**src/rtl/histeq_frame_ctrl.sv**
```systemverilog
// Runs one BMP frame from a byte memory through the histogram_equalization engine: header parse, full-file stream, output drain.
// Optional build macro HISTEQ_LEN_CHECK_EN: flag a drained byte count that differs from file_size as error code 4.
module histeq_frame_ctrl #(
  parameter int ADDR_W      = 20,
  parameter int MAX_BYTES   = 650001,
  parameter int TIMEOUT_CYC = 4194304
) (
  input  logic              clk,
  input  logic              rst_n,
  input  logic              start,
  output logic              busy,
  output logic              done,
  output logic              err,
  output logic [2:0]        err_code,
  output logic [31:0]       file_size,
  output logic [31:0]       data_offset,
  output logic              mem_rd_en,
  output logic [ADDR_W-1:0] mem_addr,
  input  logic [7:0]        mem_rd_data,
  output logic              he_valid_in,
  output logic              he_image_write_done,
  output logic              he_bmp_write_done,
  output logic [7:0]        he_point_data_in,
  input  logic              he_init_done,
  input  logic              he_data_read_start,
  input  logic              he_data_read_done,
  input  logic [7:0]        he_point_data_out,
  output logic              out_valid,
  output logic [7:0]        out_data,
  output logic [31:0]       out_count
);

  typedef enum logic [3:0] {
    S_IDLE, S_WAIT_INIT, S_HDR, S_CHK, S_STREAM, S_WAIT_RD, S_DRAIN, S_DONE, S_ERR
  } state_t;

  state_t      state;
  logic [31:0] wd;
  logic [31:0] rd_idx;
  logic [31:0] rd_nxt;
  logic [31:0] cap_idx;
  logic        rd_pend;
  logic        last_pres;
  logic        wd_exp;
  logic        hdr_ok;
  logic        drain_end;
  logic        fault;
  logic [2:0]  fault_code;
  logic [1:0]  lane;

  assign rd_nxt    = rd_idx + 32'd1;
  assign wd_exp    = (wd == 32'(TIMEOUT_CYC - 1));
  assign hdr_ok    = (data_offset >= 32'd14) && (data_offset < file_size) &&
                     (file_size <= 32'(MAX_BYTES));
  // out_valid is the delayed read_start, so it doubles as rs_d1
  assign drain_end = !out_valid && he_data_read_done;
  // header bytes 2..5 and 10..13 both map to lanes 0..3 of their word
  assign lane      = cap_idx[1:0] - 2'd2;

  always_comb begin
    fault      = 1'b0;
    fault_code = 3'd0;
    case (state)
      S_WAIT_INIT: if (!he_init_done && wd_exp) begin
        fault      = 1'b1;
        fault_code = 3'd3;
      end
      S_HDR: if (rd_pend && ((cap_idx == 32'd0 && mem_rd_data != 8'h42) ||
                             (cap_idx == 32'd1 && mem_rd_data != 8'h4D))) begin
        fault      = 1'b1;
        fault_code = 3'd1;
      end
      S_CHK: if (!hdr_ok) begin
        fault      = 1'b1;
        fault_code = 3'd2;
      end
      S_WAIT_RD: if (!he_data_read_start && wd_exp) begin
        fault      = 1'b1;
        fault_code = 3'd3;
      end
      S_DRAIN: if (drain_end) begin
`ifdef HISTEQ_LEN_CHECK_EN
        if (out_count != file_size) begin
          fault      = 1'b1;
          fault_code = 3'd4;
        end
`endif
      end else if (wd_exp) begin
        fault      = 1'b1;
        fault_code = 3'd3;
      end
      default: ;
    endcase
  end

  always_ff @(posedge clk) begin
    if (!rst_n) begin
      state               <= S_IDLE;
      wd                  <= '0;
      rd_idx              <= '0;
      cap_idx             <= '0;
      rd_pend             <= 1'b0;
      last_pres           <= 1'b0;
      busy                <= 1'b0;
      done                <= 1'b0;
      err                 <= 1'b0;
      err_code            <= '0;
      file_size           <= '0;
      data_offset         <= '0;
      mem_rd_en           <= 1'b0;
      mem_addr            <= '0;
      he_valid_in         <= 1'b0;
      he_image_write_done <= 1'b0;
      he_bmp_write_done   <= 1'b0;
      he_point_data_in    <= '0;
      out_valid           <= 1'b0;
      out_data            <= '0;
      out_count           <= '0;
    end else begin
      wd        <= wd + 32'd1;
      rd_pend   <= mem_rd_en;
      cap_idx   <= rd_idx;
      done      <= 1'b0;
      out_valid <= 1'b0;

      case (state)
        S_IDLE: ;
        S_WAIT_INIT: if (he_init_done) begin
          state     <= S_HDR;
          wd        <= '0;
          mem_rd_en <= 1'b1;
          mem_addr  <= '0;
          rd_idx    <= '0;
        end
        S_HDR: begin
          if (mem_rd_en) begin
            if (rd_idx == 32'd13) mem_rd_en <= 1'b0;
            else begin
              rd_idx   <= rd_nxt;
              mem_addr <= ADDR_W'(rd_nxt);
            end
          end
          if (rd_pend) begin
            if (cap_idx >= 32'd2 && cap_idx <= 32'd5)
              file_size[{lane, 3'b000} +: 8] <= mem_rd_data;
            if (cap_idx >= 32'd10 && cap_idx <= 32'd13)
              data_offset[{lane, 3'b000} +: 8] <= mem_rd_data;
            if (cap_idx == 32'd13) begin
              state <= S_CHK;
              wd    <= '0;
            end
          end
        end
        S_CHK: if (hdr_ok) begin
          state     <= S_STREAM;
          wd        <= '0;
          mem_rd_en <= 1'b1;
          mem_addr  <= '0;
          rd_idx    <= '0;
        end
        S_STREAM: begin
          if (mem_rd_en) begin
            if (rd_idx == file_size - 32'd1) mem_rd_en <= 1'b0;
            else begin
              rd_idx   <= rd_nxt;
              mem_addr <= ADDR_W'(rd_nxt);
            end
          end
          if (rd_pend) begin
            he_point_data_in <= mem_rd_data;
            if (cap_idx == data_offset)         he_image_write_done <= 1'b1;
            if (cap_idx == file_size - 32'd1)   last_pres <= 1'b1;
          end
          if (last_pres) begin
            he_bmp_write_done <= 1'b1;
            state             <= S_WAIT_RD;
            wd                <= '0;
          end
        end
        S_WAIT_RD: if (he_data_read_start) begin
          out_valid <= 1'b1;
          out_data  <= he_point_data_out;
          out_count <= out_count + 32'd1;
          state     <= S_DRAIN;
          wd        <= '0;
        end
        S_DRAIN: begin
          if (he_data_read_start) begin
            out_valid <= 1'b1;
            out_data  <= he_point_data_out;
            out_count <= out_count + 32'd1;
          end
          if (drain_end) begin
            state       <= S_DONE;
            wd          <= '0;
            done        <= 1'b1;
            busy        <= 1'b0;
            he_valid_in <= 1'b0;
          end
        end
        S_DONE: begin
          state               <= S_IDLE;
          wd                  <= '0;
          he_image_write_done <= 1'b0;
          he_bmp_write_done   <= 1'b0;
        end
        S_ERR: begin
          state <= S_IDLE;
          wd    <= '0;
        end
        default: state <= S_IDLE;
      endcase

      if (fault) begin
        state               <= S_ERR;
        wd                  <= '0;
        err                 <= 1'b1;
        err_code            <= fault_code;
        busy                <= 1'b0;
        done                <= 1'b0;
        he_valid_in         <= 1'b0;
        he_image_write_done <= 1'b0;
        he_bmp_write_done   <= 1'b0;
        mem_rd_en           <= 1'b0;
        out_valid           <= 1'b0;
      end

      // DONE and ERR already report busy=0, so a start there is taken too
      if (start && (state == S_IDLE || state == S_DONE || state == S_ERR)) begin
        state               <= S_WAIT_INIT;
        wd                  <= '0;
        busy                <= 1'b1;
        he_valid_in         <= 1'b1;
        err                 <= 1'b0;
        err_code            <= '0;
        out_count           <= '0;
        last_pres           <= 1'b0;
        he_image_write_done <= 1'b0;
        he_bmp_write_done   <= 1'b0;
      end
    end
  end

endmodule
```
**config.mk**
```make
export PLATFORM = sky130hd
export DESIGN_NAME = histeq_frame_ctrl
export DESIGN_NICKNAME = d
export VERILOG_FILES = /design/src/rtl/histeq_frame_ctrl.sv
export SDC_FILE = /design/constraint.sdc
export NUM_CORES = 1
export LEC_CHECK = 0
export ABC_CLOCK_PERIOD_IN_PS = 4600
export BUFFER_PORTS_ARGS = -buffer_cell sky130_fd_sc_hd__buf_2
export CORE_UTILIZATION = 40
export CTS_CLUSTER_DIAMETER = 30
export DETAILED_ROUTE_END_ITERATION = 6
export PLACE_DENSITY = 0.68
export REMOVE_ABC_BUFFERS = 1
export SETUP_SLACK_MARGIN = 0.2
export SLEW_MARGIN = 20
export SYNTH_ARGS = -nofsm -noshare
export SYNTH_HDL_FRONTEND = slang
export SYNTH_SLANG_ARGS = --single-unit
```
**constraint.sdc**
```tcl
create_clock -name clk -period 4.6 [get_ports clk]
set_input_delay 0.46 -clock clk [delete_from_list [all_inputs] [get_ports clk]]
set_output_delay 0.46 -clock clk [all_outputs]
set_load 0.01 [all_outputs]
```
# Yosys cells after proc, flatten, opt, wreduce, memory -nomap -nowiden
# Index checks and enable logic that the tools add are counted.
[totals]
out_inout_bits = 143
reg_bits = 244
inputBits = 22
elab_cells = 196
[op_classes]
order_cmp = 7
n_shift = 2
addsub = 6
n_mux = 66
bitwise_logic = 4
n_eq_ne = 46
reduce_logical = 43
[op_table]
columns = ["cell", "count"]
rows = [
  ["32-bit two-way mux", 13],
  ["32-bit case mux with 7 select lines", 1],
  ["32-bit case mux with 4 select lines", 1],
  ["20-bit two-way mux", 6],
  ["32-bit by 1-bit adder with 32-bit output (second input constant)", 3],
  ["32-bit equality test", 3],
  ["20-bit case mux with 4 select lines", 1],
  ["32-bit bitwise mux", 2],
  ["32-bit by 4-bit equality test with 1-bit output (second input constant)", 2],
  ["32-bit by 4-bit greater-or-equal comparator with 1-bit output (second input constant)", 2],
  ["32-bit by 1-bit equality test with 1-bit output (second input constant)", 1],
  ["32-bit by 22-bit equality test with 1-bit output (second input constant)", 1],
  ["32-bit by 2-bit greater-or-equal comparator with 1-bit output (second input constant)", 1],
  ["32-bit by 20-bit <= comparator with 1-bit output (second input constant)", 1],
  ["32-bit by 3-bit <= comparator with 1-bit output (second input constant)", 1],
  ["32-bit by 4-bit <= comparator with 1-bit output (second input constant)", 1],
  ["32-bit logical NOT", 1],
  ["32-bit less-than comparator", 1],
  ["4-bit two-way mux", 8],
  ["8-bit by 7-bit variable shift with 32-bit output (first input constant)", 1],
  ["8-bit by 7-bit variable part select with 32-bit output", 1],
  ["32-bit by 1-bit subtractor with 32-bit output (second input constant)", 1],
  ["2-bit != test (second input constant)", 14],
  ["4-bit != test (second input constant)", 7],
  ["30 further kinds", 100],
]

# Longest topological paths before layout
[depth]
ltp_word = 8
mapped_depth = 16
mapped_depth_nobuf = 11

# Worst setup path after synthesis
# Ideal clock, no wire load.
[synth_timing]
path_kind = "register to register"
startpoint = "register file_size[0]"
endpoint = "register mem_addr[17]"
required_time_ps = 4485
path_slack_ps = 703
period_less_slack_ps = 3897
setup_time_ps = 115
arrival_ps = 3782
path_buffers = 5
path_stages_with_launch = 17
path_cell_list = "dfxtp_1 -> buf_2 -> inv_1 -> ha_1 -> or4b_1 -> clkbuf_1 -> or4_4 -> buf_6 -> or3_4 -> xnor2_2 -> o2111ai_1 -> or4_4 -> nor2_4 -> buf_6 -> buf_6 -> nor3_1 -> o21a_1"
[synth_via]
elab_chain_len = 5
elab_cells_between_ends = 9
cone_classes = "add/sub: 1; order compare: 2; eq/ne: 3; reduce/logical: 3"
[synth_rtl]
columns = ["item", "line_no", "text"]
rows = [
  ["start: declaration", "15", "output logic [31:0] file_size,"],
  ["start signal: indexed assignment", "145", "file_size[{lane, 3'b000} +: 8] <= mem_rd_data;"],
  ["parallel branches: the longest is 4 deep, another holds 32-bit by 1-bit subtractor with 32-bit output", "--", ""],
  ["7-bit AND reduction (no source line) (*)", "--", ""],
  ["end signal: assignment", "140", "mem_addr <= ADDR_W'(rd_nxt);"],
  ["end signal: assignment", "166", "mem_addr <= ADDR_W'(rd_nxt);"],
  ["end: declaration", "18", "output logic [ADDR_W-1:0] mem_addr,"],
]
# Mark *: on every way between the ends.
# A chain may end at the register's enable or synchronous reset.

# Worst setup path in the final report
[layout_timing]
startpoint = "register file_size[2]"
endpoint = "register mem_addr[17]"
# The elaborated chain is that of the path after synthesis.

==> run summary <==
FP Rows - 65
Setup violators final - 0
Hold Path Class - input pin to register
R2R depth - 10
Ys async rst share - 0%
Final HPWL from detailed placement - 34400 µm
Synth area leader - dfxtp_1
Detailed-router iteration count before antenna repair - 6
Design Area, Final - 16100 µm²
R2R Path Start - file_size[2]
PnR worst setup slack - 0.519 ns
Antenna Nets Post-Route - 0
Syn-to-layout area delta - 23.6%
Worst Path Max Fanout - 34
Resize count post-CTS - 0
Gpl congestion - 0.970
GRT Util Overall - 27.3%
Filler Cell Count - 2988
Largest net degree at the start of global routing - 60
Ranking of synthesized cells by area - dfxtp_1 (34%), mux2i_1 (6.8%), xor2_1 (5.9%)
Die span in x - 182 µm
Number of H-tree levels - 2
R2R Setup Slk - 0.52 ns
Layout cell share with drive strength beyond 1 - 17.6%
Slew HR - 22.2%
Area post-placement - 14100 µm²
Syn_area_per_cell - 8.33 µm²
Worst Path Required - 5.03 ns
Top_reg_cell synth - dfxtp_1
# clock sinks - 223
Clk buf depth - 3
Post-synth EDFFs - 0
PortBufs - 163
Maximum clock frequency - 245 MHz
Vias - 12391
Core area - 31800 µm²
Ys Warns - 0
R2R Path End - mem_addr[17]
Initial DRC count - 1046
Synthesized area - 13000 µm²
Post-CTS Setup Bufs - 0
Crit Path Category - register to register
Status - finished, final reports clean
Root Driver - clkbuf_16
Skew final - 0.0275 ns
Fin. Hold Viols - 0
Nets - 1772
Pwr Total - 0.00629 W
Hold path cells - 3
Routed WL - 45800 µm
Peak supply drop - 0.000268 V
Post-synthesis sequential area ratio - 34.3%
Clock-pin slew on the worst setup and hold paths - 0.05 ns
Via-to-Cell Ratio - 5.68
CP Launch Type - register
I/O Pins - 165
Chip height - 182 µm
Unrepaired setup endpoints after global routing - false
Critical Path End Type - register
Period utilisation layout - 88.7%
Vias in the first global route - 11708
Synth unique cells - 79
Placement Setup Slack - 0.378 ns
WL/cell - 21.0 µm
Initial antenna violation count - 2
CTS Buf Count - 51
Hold Path Sink - out_data[6]
CTS tree - yes
Max-cap viol count - 0
First-pass GRT wire length - 70000 µm
Hold-fix buffers, CTS - 0
Cells after synthesis - 1564
Tightest Pin Transition - 1.16 ns
Yosys reg bits - 223
CP arrival - 4.51 ns
Hold_sp - he_point_data_out[6]
Clk Latency, worst-skew pair - 0.57 ns
Hold_ws - 0.133 ns
Initial Util - 41.0%
Tmin final - 4.08 ns
Gr ovfl total - 0
Die area - 33300 µm²
Share of the synthesized area in the top cell type - 34.3%
Lkg Pwr - 7.39 nW
DRC violation count after routing - 0
Setup TNS - 0 ns
Cell Pwr Density - 391 nW/µm²
Count of pins over their slew limit - 0
==> placed cells by master, fill, tap and decap left out, types with 5 or more instances in the layout <==
cell type,n
a21oi_1,60
clkbuf_8,6
a31oi_1,10
nand3b_1,6
nor3_1,35
nor4_1,50
nand2b_1,13
or4_1,23
or2_2,5
mux2i_1,88
buf_2,163
buf_4,32
nand4_1,38
o21ai_0,21
o31ai_1,23
clkbuf_16,51
or3_1,17
inv_1,54
o21ai_1,6
and2_1,67
clkbuf_1,9
a21o_1,10
nand2_1,115
xor2_1,87
nor2_1,198
xnor2_1,76
dfxtp_1,223
and3_1,34
a211oi_1,6
ha_1,44
nand3_1,51
a2111oi_0,7
bufinv_16,15
and4_1,9
==> synth_stat cells, drive strengths merged, types with 3 or more instances <==
| library cell | instances |
|---|---|
| or2 | 6 |
| nor3b | 4 |
| nor4b | 4 |
| nand4b | 4 |
| xnor2 | 77 |
| o31ai | 23 |
| a31oi | 10 |
| nand4 | 40 |
| a2111oi | 7 |
| xor2 | 87 |
| a21oi | 60 |
| o31a | 3 |
| nand3b | 6 |
| buf | 42 |
| o32ai | 3 |
| nand3 | 51 |
| and3 | 34 |
| nor3 | 36 |
| o2111ai | 4 |
| mux2i | 88 |
| or4b | 3 |
| nand2b | 13 |
| and2 | 67 |
| a21o | 10 |
| nand2 | 115 |
| ha | 44 |
| dfxtp | 223 |
| o21ai | 27 |
| a211oi | 6 |
| and4 | 9 |
| or4 | 26 |
| or3 | 18 |
| inv | 55 |
| o211a | 3 |
| nor4 | 55 |
| nor2 | 199 |
| clkbuf | 65 |
==> worst max-delay path, stage by stage, from the launching register on <==
cell	delay, ns
dfxtp_1	0.47
nor4_2	0.65
nand4_1	0.27
or4_1	0.60
a2111oi_0	0.51
o221ai_1	0.26
or4_4	0.50
nor2_4	0.22
buf_12	0.21
nor3_1	0.07
o21a_1	0.18
==> where the power goes <==
group          leakage, nW  total [W]  internal, W  switching (W)
logic                 4.63   0.000164    0.0000440       0.000120
registers             1.80    0.00196      0.00194      0.0000120
clock network        0.962    0.00417      0.00298        0.00119
total                 7.39    0.00629      0.00497        0.00132
==> flip-flops by register name, indices dropped and copies added, names as in the netlist, 2 cells and up <==
register,count
wd,32
out_count,32
state,4
err_code,2
mem_addr,19
cap_idx,32
rd_idx,13
out_data,8
data_offset,32
he_point_data_in,8
file_size,32
==> layer usage <==
layer  up-vias  global-route usage, %  routed length (µm)
met5         -                      0                  18
met4         4                   10.2                1650
met3        94                   5.03                4090
met2       579                   43.5               20600
met1      5930                   36.5               19500
li1       5784                      -                   -
==> worst max path at each step <==
stage | from | end | slack [ns] | cells after the start
finish | file_size[2] | mem_addr[17] | 0.52 | 10
CTS | file_size[1] | mem_addr[17] | 0.34 | 12
global route | file_size[1] | mem_addr[7] | 0.34 | 12
detailed placement | file_size[1] | mem_addr[17] | 0.38 | 12
global placement | file_size[1] | mem_addr[17] | 0.43 | 12
floorplan | file_size[0] | mem_addr[3] | 0.28 | 11
==> per-stage QoR <==
step                util [%]  instances
floorplan                  -       1457
finish                  50.6       2183
global placement        44.3       2088
global route            50.6       2182
CTS                     50.6       2182
detailed placement      44.3       2088
==> cell families (layout without fill, tap and decap cells) <==
logic type               after synthesis  in the layout  share of synthesized area, %
AND/OR/NAND/NOR                      696            696                          28.1
multiplexers                          88             88                          6.76
adder cells (fa/ha/maj)               44             44                          4.23
buffers and inverters                162            345                          5.77
flip-flops                           223            223                          34.3
XOR/XNOR                             166            166                          11.4
other                                  1              2                        0.0288
AO/OA/AOI/OAI                        184            184                          9.37
==> cell type report <==
class / instances / area (µm²) / share of cell area [%]
multi-input cells: 1179 / 7820 / 48.6
flip-flops and latches: 223 / 4460 / 27.7
inverters: 55 / 206 / 1.28
clock inverters: 28 / 592 / 3.68
repair buffers: 196 / 1080 / 6.69
clock buffers: 66 / 1390 / 8.65
well taps: 435 / 544 / 3.38
diodes: 1 / 2.50 / 0.0155
Note: power is estimated with default switching activity, not from simulation.
